### src/rtl/flush_cache_pkg.sv
// Shared types and helpers for the tile cache write-back engine.
// Lane-select and bus constants live here so fill and flush agree.
package flush_cache_pkg;

  typedef enum logic [2:0] {
    S_IDLE,
    S_FETCH,
    S_LOAD,
    S_WRITE,
    S_DONE
  } state_t;

  localparam logic [3:0] WB_SEL_NONE = 4'h0;
  localparam logic [3:0] WB_SEL_ALL  = 4'hf;

  function automatic logic [3:0] lane_sel(input logic [1:0] b);
    return 4'b0001 << b;
  endfunction

endpackage

### src/rtl/flush_addr_gen.sv
// Tile walk counters and external byte-address generation for
// the flush engine; latches tile geometry on start.
module flush_addr_gen #(
  parameter int IM_WIDTH = 640,
  parameter int AW       = 5,
  parameter int AH       = 5
) (
  input  logic          clk,
  input  logic          i_rst,
  input  logic          i_start,
  input  logic          i_adv,
  input  logic [9:0]    i_pixel_c,
  input  logic [9:0]    i_pixel_l,
  input  logic [AW:0]   i_cache_w,
  input  logic [AH:0]   i_cache_h,
  input  logic [31:0]   i_im_addr,
  output logic [AW-1:0] o_col,
  output logic [AH-1:0] o_line,
  output logic [31:0]   o_byte_addr,
  output logic          o_last_in_line,
  output logic          o_last_pixel,
  output logic          o_same_word
);

  localparam logic [AW:0] W_MAX = {1'b1, {AW{1'b0}}};
  localparam logic [AH:0] H_MAX = {1'b1, {AH{1'b0}}};

  logic [9:0]    r_pc;
  logic [9:0]    r_pl;
  logic [AW:0]   r_w;
  logic [AH:0]   r_h;
  logic [31:0]   r_base;
  logic [AW-1:0] r_col;
  logic [AH-1:0] r_line;
  logic [31:0]   w_row;
  logic          w_last_col;
  logic          w_last_line;

  always_ff @(posedge clk) begin
    if (i_rst) begin
      r_pc   <= '0;
      r_pl   <= '0;
      r_w    <= '0;
      r_h    <= '0;
      r_base <= '0;
      r_col  <= '0;
      r_line <= '0;
    end else if (i_start) begin
      r_pc   <= i_pixel_c;
      r_pl   <= i_pixel_l;
      r_w    <= (i_cache_w > W_MAX) ? W_MAX : i_cache_w;
      r_h    <= (i_cache_h > H_MAX) ? H_MAX : i_cache_h;
      r_base <= i_im_addr;
      r_col  <= '0;
      r_line <= '0;
    end else if (i_adv) begin
      if (w_last_col) begin
        r_col  <= '0;
        r_line <= r_line + 1'b1;
      end else begin
        r_col <= r_col + 1'b1;
      end
    end
  end

  assign w_row       = 32'(r_pl) + 32'(r_line);
  assign o_byte_addr = r_base + w_row * 32'(IM_WIDTH)
                     + 32'(r_pc) + 32'(r_col);

  assign w_last_col  = ({1'b0, r_col} == r_w - (AW+1)'(1));
  assign w_last_line = ({1'b0, r_line} == r_h - (AH+1)'(1));

  assign o_col          = r_col;
  assign o_line         = r_line;
  assign o_last_in_line = w_last_col;
  assign o_last_pixel   = w_last_col && w_last_line;
  // Next pixel is byte_addr+1 only while staying on this tile line.
  assign o_same_word    = !w_last_col && (o_byte_addr[1:0] != 2'b11);

endmodule

### src/rtl/flush_cache.sv
// Tile cache write-back engine: Wishbone byte-lane writer.
// FLUSH_CACHE_PACK_EN packs neighbouring pixels into one word write.
module flush_cache
  import flush_cache_pkg::*;
#(
  parameter int IM_WIDTH    = 640,
  parameter int IM_HEIGHT   = 480,
  parameter int ADDR_SIZE_W = 5,
  parameter int ADDR_SIZE_H = 5,
  parameter int DATA_SIZE   = 8
) (
  input  logic                           clk,
  input  logic                           RST,
  input  logic [9:0]                     pixel_c_I,
  input  logic [9:0]                     pixel_l_I,
  input  logic [ADDR_SIZE_W:0]           cache_w_I,
  input  logic [ADDR_SIZE_H:0]           cache_h_I,
  input  logic [31:0]                    im_addr_I,
  input  logic                           go,
  output logic                           flush_done,
  output logic                           busy,
  output logic [ADDR_SIZE_W+ADDR_SIZE_H-1:0] addr,
  input  logic [DATA_SIZE-1:0]           pixel_in,
  output logic [31:0]                    p_wb_DAT_O,
  input  logic                           p_wb_ACK_I,
  output logic                           p_wb_STB_O,
  output logic                           p_wb_CYC_O,
  output logic                           p_wb_WE_O,
  output logic                           p_wb_LOCK_O,
  output logic [3:0]                     p_wb_SEL_O,
  output logic [31:0]                    p_wb_ADR_O
);

`ifdef FLUSH_CACHE_PACK_EN
  localparam bit PACK_EN = 1'b1;
`else
  localparam bit PACK_EN = 1'b0;
`endif

  state_t r_state;
  state_t w_next;

  logic                   r_stb;
  logic [3:0]             r_sel;
  logic [31:0]            r_dat;
  logic [31:0]            r_adr;
  logic [ADDR_SIZE_W-1:0] w_col;
  logic [ADDR_SIZE_H-1:0] w_line;
  logic [31:0]            w_byte;
  logic                   w_last_in_line;
  logic                   w_last_pixel;
  logic                   w_same_word;
  logic                   w_start;
  logic                   w_zero;
  logic                   w_ack;
  logic                   w_pack_adv;

  assign w_start    = (r_state == S_IDLE) && go;
  assign w_zero     = (cache_w_I == '0) || (cache_h_I == '0);
  assign w_ack      = (r_state == S_WRITE) && p_wb_ACK_I;
  assign w_pack_adv = PACK_EN && (r_state == S_LOAD) && w_same_word;

  flush_addr_gen #(
    .IM_WIDTH (IM_WIDTH),
    .AW       (ADDR_SIZE_W),
    .AH       (ADDR_SIZE_H)
  ) u_agen (
    .clk            (clk),
    .i_rst          (RST),
    .i_start        (w_start),
    .i_adv          (w_ack || w_pack_adv),
    .i_pixel_c      (pixel_c_I),
    .i_pixel_l      (pixel_l_I),
    .i_cache_w      (cache_w_I),
    .i_cache_h      (cache_h_I),
    .i_im_addr      (im_addr_I),
    .o_col          (w_col),
    .o_line         (w_line),
    .o_byte_addr    (w_byte),
    .o_last_in_line (w_last_in_line),
    .o_last_pixel   (w_last_pixel),
    .o_same_word    (w_same_word)
  );

  always_ff @(posedge clk) begin
    if (RST) r_state <= S_IDLE;
    else     r_state <= w_next;
  end

  always_comb begin
    w_next = r_state;
    unique case (r_state)
      S_IDLE:  if (go) w_next = w_zero ? S_DONE : S_FETCH;
      S_FETCH: w_next = S_LOAD;
      S_LOAD:  w_next = w_pack_adv ? S_FETCH : S_WRITE;
      S_WRITE: begin
        if (p_wb_ACK_I) w_next = w_last_pixel ? S_DONE : S_FETCH;
      end
      S_DONE:  w_next = S_IDLE;
      default: w_next = S_IDLE;
    endcase
  end

  always_ff @(posedge clk) begin
    if (RST) begin
      r_stb <= 1'b0;
      r_sel <= WB_SEL_NONE;
      r_dat <= '0;
      r_adr <= '0;
    end else begin
      if (w_start) begin
        r_sel <= WB_SEL_NONE;
        r_dat <= '0;
      end
      if (r_state == S_LOAD) begin
        r_sel <= r_sel | lane_sel(w_byte[1:0]);
        r_dat[{w_byte[1:0], 3'b000} +: 8] <= pixel_in;
        if (w_next == S_WRITE) begin
          r_stb <= 1'b1;
          r_adr <= {w_byte[31:2], 2'b00};
        end
      end
      if (w_ack) begin
        r_stb <= 1'b0;
        r_sel <= WB_SEL_NONE;
        r_dat <= '0;
      end
    end
  end

  always_ff @(posedge clk) begin
    if (!RST && w_start && !w_zero)
      assert (32'(pixel_l_I) + 32'(cache_h_I) <= 32'(IM_HEIGHT));
  end

  assign flush_done  = (r_state == S_DONE);
  assign busy        = (r_state != S_IDLE);
  assign addr        = {w_line, w_col};
  assign p_wb_STB_O  = r_stb;
  assign p_wb_CYC_O  = r_stb;
  assign p_wb_WE_O   = r_stb;
  assign p_wb_LOCK_O = 1'b0;
  assign p_wb_SEL_O  = r_sel;
  assign p_wb_DAT_O  = r_dat;
  assign p_wb_ADR_O  = r_adr;

endmodule

### config.mk
export PLATFORM = sky130hd
export DESIGN_NAME = flush_cache
export DESIGN_NICKNAME = d
export VERILOG_FILES = /design/src/rtl/flush_cache_pkg.sv /design/src/rtl/flush_addr_gen.sv /design/src/rtl/flush_cache.sv
export SDC_FILE = /design/constraint.sdc
export NUM_CORES = 1
export LEC_CHECK = 0
export ABC_AREA = 1
export CORE_MARGIN = 3
export CORE_UTILIZATION = 25
export DETAILED_ROUTE_END_ITERATION = 10
export PLACE_DENSITY_LB_ADDON = 0.1
export SLEW_MARGIN = 20
export SYNTH_ARGS = -nofsm -noshare
export SYNTH_HDL_FRONTEND = slang
export SYNTH_SLANG_ARGS = --single-unit
### constraint.sdc
create_clock -name clk -period 5.1 [get_ports clk]
set_input_delay 1.53 -clock clk [delete_from_list [all_inputs] [get_ports clk]]
set_output_delay 1.53 -clock clk [all_outputs]
set_load 0.005 [all_outputs]
---- Word-level counts from Yosys, hierarchy flattened ----
Index checks and enable logic that the tools add are counted.
storage, ports and cells
  bits of input ports ..................... 76
  bits in registers ....................... 144
  word-level logic and storage cells ...... 62
cells by class
  multiply operators ...................... 1
  equal/unequal tests ..................... 7
  reductions and logical operators ........ 13
  bitwise gates (word level) .............. 1
  magnitude comparators ................... 2
  shift operators ......................... 3
  multiplexer cells ....................... 14
  add/subtract/negate cells ............... 9
operators with widths
  cell                      number
  $mux W32                  3
  $add A32 B10 Y32          1
  $add A32 B32 Y32          1
  $add A32 B5 Y32           1
  $bwmux W32                1
  $mul A32 B3 Y25 const B   1
  $shift A8 B7 Y32 const A  1
  $shiftx A8 B7 Y32         1
  $eq A5 B6 Y1              2
  $gt A6 B6 Y1 const B      2
  $logic_not A6 Y1          2
  $mux W3                   4
  $mux W6                   2
  $pmux W3 S4               1
  $sub A6 B1 Y6 const B     2
  $add A10 B5 Y11           1
  $add A5 B1 Y5 const B     2
  $eq A3 B2 Y1 const B      3
  $mux W4                   2
  $neg A5 Y7                1
  $mux W5                   1
  $or A4 B4 Y4              1
  $reduce_and A2 Y1         2
  $reduce_or A2 Y1          2
  other kinds (8)           10

---- Logic depth before layout (Yosys ltp) ----
  depth after elaboration ................. 9
  gate-level depth with buffers ........... 31
  depth with buffers taken out ............ 31

---- By module ----
From an unflattened synthesis, not the netlist that was laid out.
second synthesis, totals
  cell total of the unflattened synthesis .. 1305
  area total of the unflattened synthesis .. 8982.4 um^2
modules (own cells, without submodules)
  module          cells each  sequential area each (um^2)  times used  area each (um^2)
  flush_addr_gen  861         1481.4                       1           5836.8
  flush_cache     444         1401.3                       1           3145.5

---- Worst setup path before layout ----
OpenSTA, ideal clock, no wires.
  path kind ............................... reg-to-reg
  from .................................... reg u_agen.r_line[0] (netlist: u_agen.o_line[0])
  to ...................................... reg r_adr[27] (netlist: p_wb_ADR_O[27])
  arrival ................................. 4409 ps
  stages on the path, launching flop included .. 29
  slack ................................... 636 ps
  path buffers ............................ 0
  library setup time ...................... 56 ps
  required time ........................... 5044 ps
  path through ............................ dfxtp_1 ha_1 fa_1 nand3_1 nand2_1 a21oi_1 nor2_1 xor2_1 inv_1 ha_1 ha_1 a21oi_1 nand2_1 a21boi_0 o21ai_0 xnor2_1 inv_1 ha_1 ha_1 nand2_1 nor2_1 nand2_1 nor2_1 nand2_1 nand3_1 nand3_1 nand3_1 nand2_1 inv_1
between the ends
  longest elaborated chain between the ends .. 7
  elaborated cells on any way between the ends .. 12
  classes of those cells .................. add/sub (4); mul (1); eq/ne (2); mux (3); reduce/logical (2)
ends and longest elaborated chain
  what                                                     RTL line              text
  from (decl)                                              flush_addr_gen.sv:34  logic [AH-1:0] r_line;
  from (signal assigned)                                   flush_addr_gen.sv:59  r_line <= r_line + 1'b1;
  branches (longest 7 deep; another with $mul A32 B3 Y25)  -
  to (signal assigned)                                     flush_cache.sv:120    r_adr <= {w_byte[31:2], 2'b00};
  to (decl)                                                flush_cache.sv:46     logic [31:0] r_adr;
Several ways; the timed one is not identified.
A chain may end at the register's enable or synchronous reset.

---- Worst setup path in the final report ----
  from .................................... reg u_agen.r_line[0] (netlist: u_agen.o_line[0])
  to ...................................... reg r_adr[24] (netlist: p_wb_ADR_O[24])
Same word-level chain as after synthesis.

==> metrics.csv <==
metric,value,unit
"area leader, netlist",dfxtp_1,
critical path class,reg2reg,
R2R Path Start,u_agen.o_line[0],
die width,196,microns
number of synthesized flops with an enable pin,0,
cells on worst reg2reg path,28,
post-synthesis compound-gate area fraction,13.1,%
Power Total,3.61,mW
gpl congestion,0.873,
Worst Path Required,5.43,ns
HP Start,u_agen.r_base[10],
pre-CTS worst setup slack,0.0751,ns
routed vias,8704,
Tcrit/Tclk final,91.5,%
Worst-path clk slew,0.08,ns
status,"finished, final reports clean",
CP peak stage delay,0.40,ns
Vias/cell,4.44,
core area,35000,sq um
detailed route wirelength on metal3,1.08,mm
synthesized area,9000,sq um
CP dominant cell by count,nand2_1,
critical path data arrival time,5.00,ns
pin count of the biggest net entering global routing,64,
Unique masters post-synth,44,
final hold vios,0,
"Slew Viols, Final",0,
DP Area,11100,sq um
Util after Layout,33.9,%
H-tree levels,4,
Root Buffer,clkbuf_16,
worst-path maximum fanout,5,
CTS Buf Count,17,
PwrDens,304,nW/um^2
cell area after layout,11900,sq um
asr flop ratio synth,0,%
max-cap violation count,0,
std cell rows,68,
largest family of logic cells by synthesized area,simple AND/OR/NAND/NOR gates,
YS warnings,0,
maximum achievable frequency,214,MHz
main flop type after synthesis,dfxtp_1,
Layout area overhead,31.7,%
CP Capture Type,flop,
cells after synthesis,1331,
number of global-route vias before repair,9018,
Rel. slew slack,43.3,%
Final Skew,0.0162,ns
WHS Path Cells,2,
top-area cell type share of the netlist area,32.0,%
Post-DRT Antenna Nets,0,
initial antenna violation count,0,
# setup viols final,0,
Die H,196,microns
CTS tree,yes,
Max VDD drop,0.223,mV
GRT Overall Usage,15.8,%
Die ar.,38300,sq um
setup TNS,0,ns
First-pass DRT Iterations,4,
top post-synthesis cells by area,"dfxtp_1 32%, nand2_1 15%, inv_1 8.9%",
Leak Pwr,5.41,nW
CTS Sinks,144,
"slowest stage cell, crit path",fa_1,
share of cells above drive strength 1,6.91,%
synthesized area per cell,6.76,sq um
Tmin final,4.67,ns
simple-gate share of the synthesized area,28.6,%
post-DR wirelength/cell,15.4,microns
Hold EP,u_agen.r_base[10],
# diodes,0,
Clock Tree Buf Depth,2,
DRC violations left,0,
Post-Place Cells,1926,
sequential-to-total area share from yosys stat,32.0,%
Post-Synth XOR/XNOR Area,3.60,%
met1 wire length,14.1,mm
Slew @ Worst Pin,0.848,ns
Port Buffers,156,
final WL,30.1,mm
Worst Hold Class,reg2reg,
Post-Layout Cell Count,1959,
CP Launch Type,flop,
mux share of post-synthesis cell area,0,%
routed wl met2,14.6,mm
RSZ-0062 raised after global routing,no,
R2R Setup Slk,0.43,ns
fin nets,1641,
initial drt markers,322,
RR Endpoint,p_wb_ADR_O[24],
HPWL after detailed placement,23.0,mm
clk_lat worst skew,0.44,ns
Yosys reg bits,144,
PnR worst setup slack,0.433,ns
highest routed layer,met4,
# IOs,160,
grt ovf,0,
first-pass GRT wire length,48.3,mm
Post-Synth Adder-Cell Area,11.2,%
Hold Slack,0.471,ns
Initial Util,25.7,%
[repair_timing]
| action | 4_1_cts | 5_1_grt |
|---|---|---|
| hold buffers | 0 | 0 |
| setup endpoints to repair | 0 | 14 |
| hold endpoints to repair | 0 | 0 |
| buffers inserted | 0 | 1 |
| gates resized for setup | 0 | 31 |
[worst max-delay path, delay by kind of cell (launching register included)]
kind / cells / cell delay [ns]
flops: 1 / 0.33
compound gates: 5 / 0.79
simple gates: 11 / 1.04
xor+xnor: 2 / 0.27
buf+inv: 4 / 0.23
fa+ha+maj: 6 / 1.88
[cells by family (layout without fill, tap and decap cells)]
| family | after synthesis | count (layout) |
|---|---|---|
| AO/OA/AOI/OAI | 206 | 206 |
| XOR/XNOR | 37 | 37 |
| buffers and inverters | 263 | 434 |
| adder cells (fa/ha/maj) | 74 | 74 |
| AND/OR/NAND/NOR | 606 | 606 |
| flip-flops | 144 | 144 |
| other | 1 | 3 |
[layer usage]
layer	GRT usage [%]	vias up
li1	-	4581
met1	20.1	3978
met2	27.7	124
met3	3.33	21
met4	3.33	0
met5	0	-
[area by class of cell]
type | count | area [sq um]
Fill cell | 3810 | 23100
Multi-Input combinational cell | 926 | 5200
Sequential cell | 144 | 2880
Timing Repair Buffer | 180 | 1740
Inverter | 222 | 833
Tap cell | 455 | 569
Clock buffer | 17 | 425
Clock inverter | 15 | 199
[worst max path at each step]
stage / startpoint / end / slack [ns]
6_report: u_agen.o_line[0] / p_wb_ADR_O[24] / 0.43
3_5_place_dp: u_agen.o_line[0] / p_wb_ADR_O[26] / 0.08
5_1_grt: u_agen.o_line[0] / p_wb_ADR_O[29] / 0.007
2_1_floorplan: u_agen.o_line[0] / p_wb_ADR_O[27] / 0.64
4_1_cts: u_agen.o_line[0] / p_wb_ADR_O[26] / 0.05
3_3_place_gp: u_agen.o_line[0] / p_wb_ADR_O[26] / 0.17
[power by group]
part | switching, mW | internal, mW
Combinational | 0.560 | 0.382
Sequential | 0.0660 | 1.21
Clock | 0.595 | 0.791
[registers in the layout (all words and copies together), names as in the netlist, 5 cells and up]
name,cells
p_wb_ADR_O,30
p_wb_DAT_O,32
u_agen.o_col,5
u_agen.o_line,5
u_agen.r_base,32
u_agen.r_h,6
u_agen.r_pc,10
u_agen.r_pl,10
u_agen.r_w,6
[cells in the mapped netlist (all sizes together) (8+ instances only)]
cell type / n
inv: 219
clkbuf: 18
xnor2: 17
nand4: 24
o21a: 13
xor2: 20
a21oi: 97
dfxtp: 144
nand3: 109
buf: 23
fa: 11
o211ai: 8
ha: 63
nor3: 11
o22ai: 8
nor2: 90
o21ai: 55
nand2: 360
[layout by cell type, fill, tap and decap left out, types with 11 or more instances in the layout]
cell type / instances
nand4_1: 24
clkdlybuf4s50_1: 156
clkbuf_16: 17
nand2_1: 355
dfxtp_1: 144
buf_4: 24
fa_1: 11
nor2_1: 75
xnor2_1: 17
xor2_1: 20
inv_1: 213
a21oi_1: 93
o21a_1: 13
o21ai_0: 51
ha_1: 58
nand3_1: 106
(Power assumes the default switching activity.)
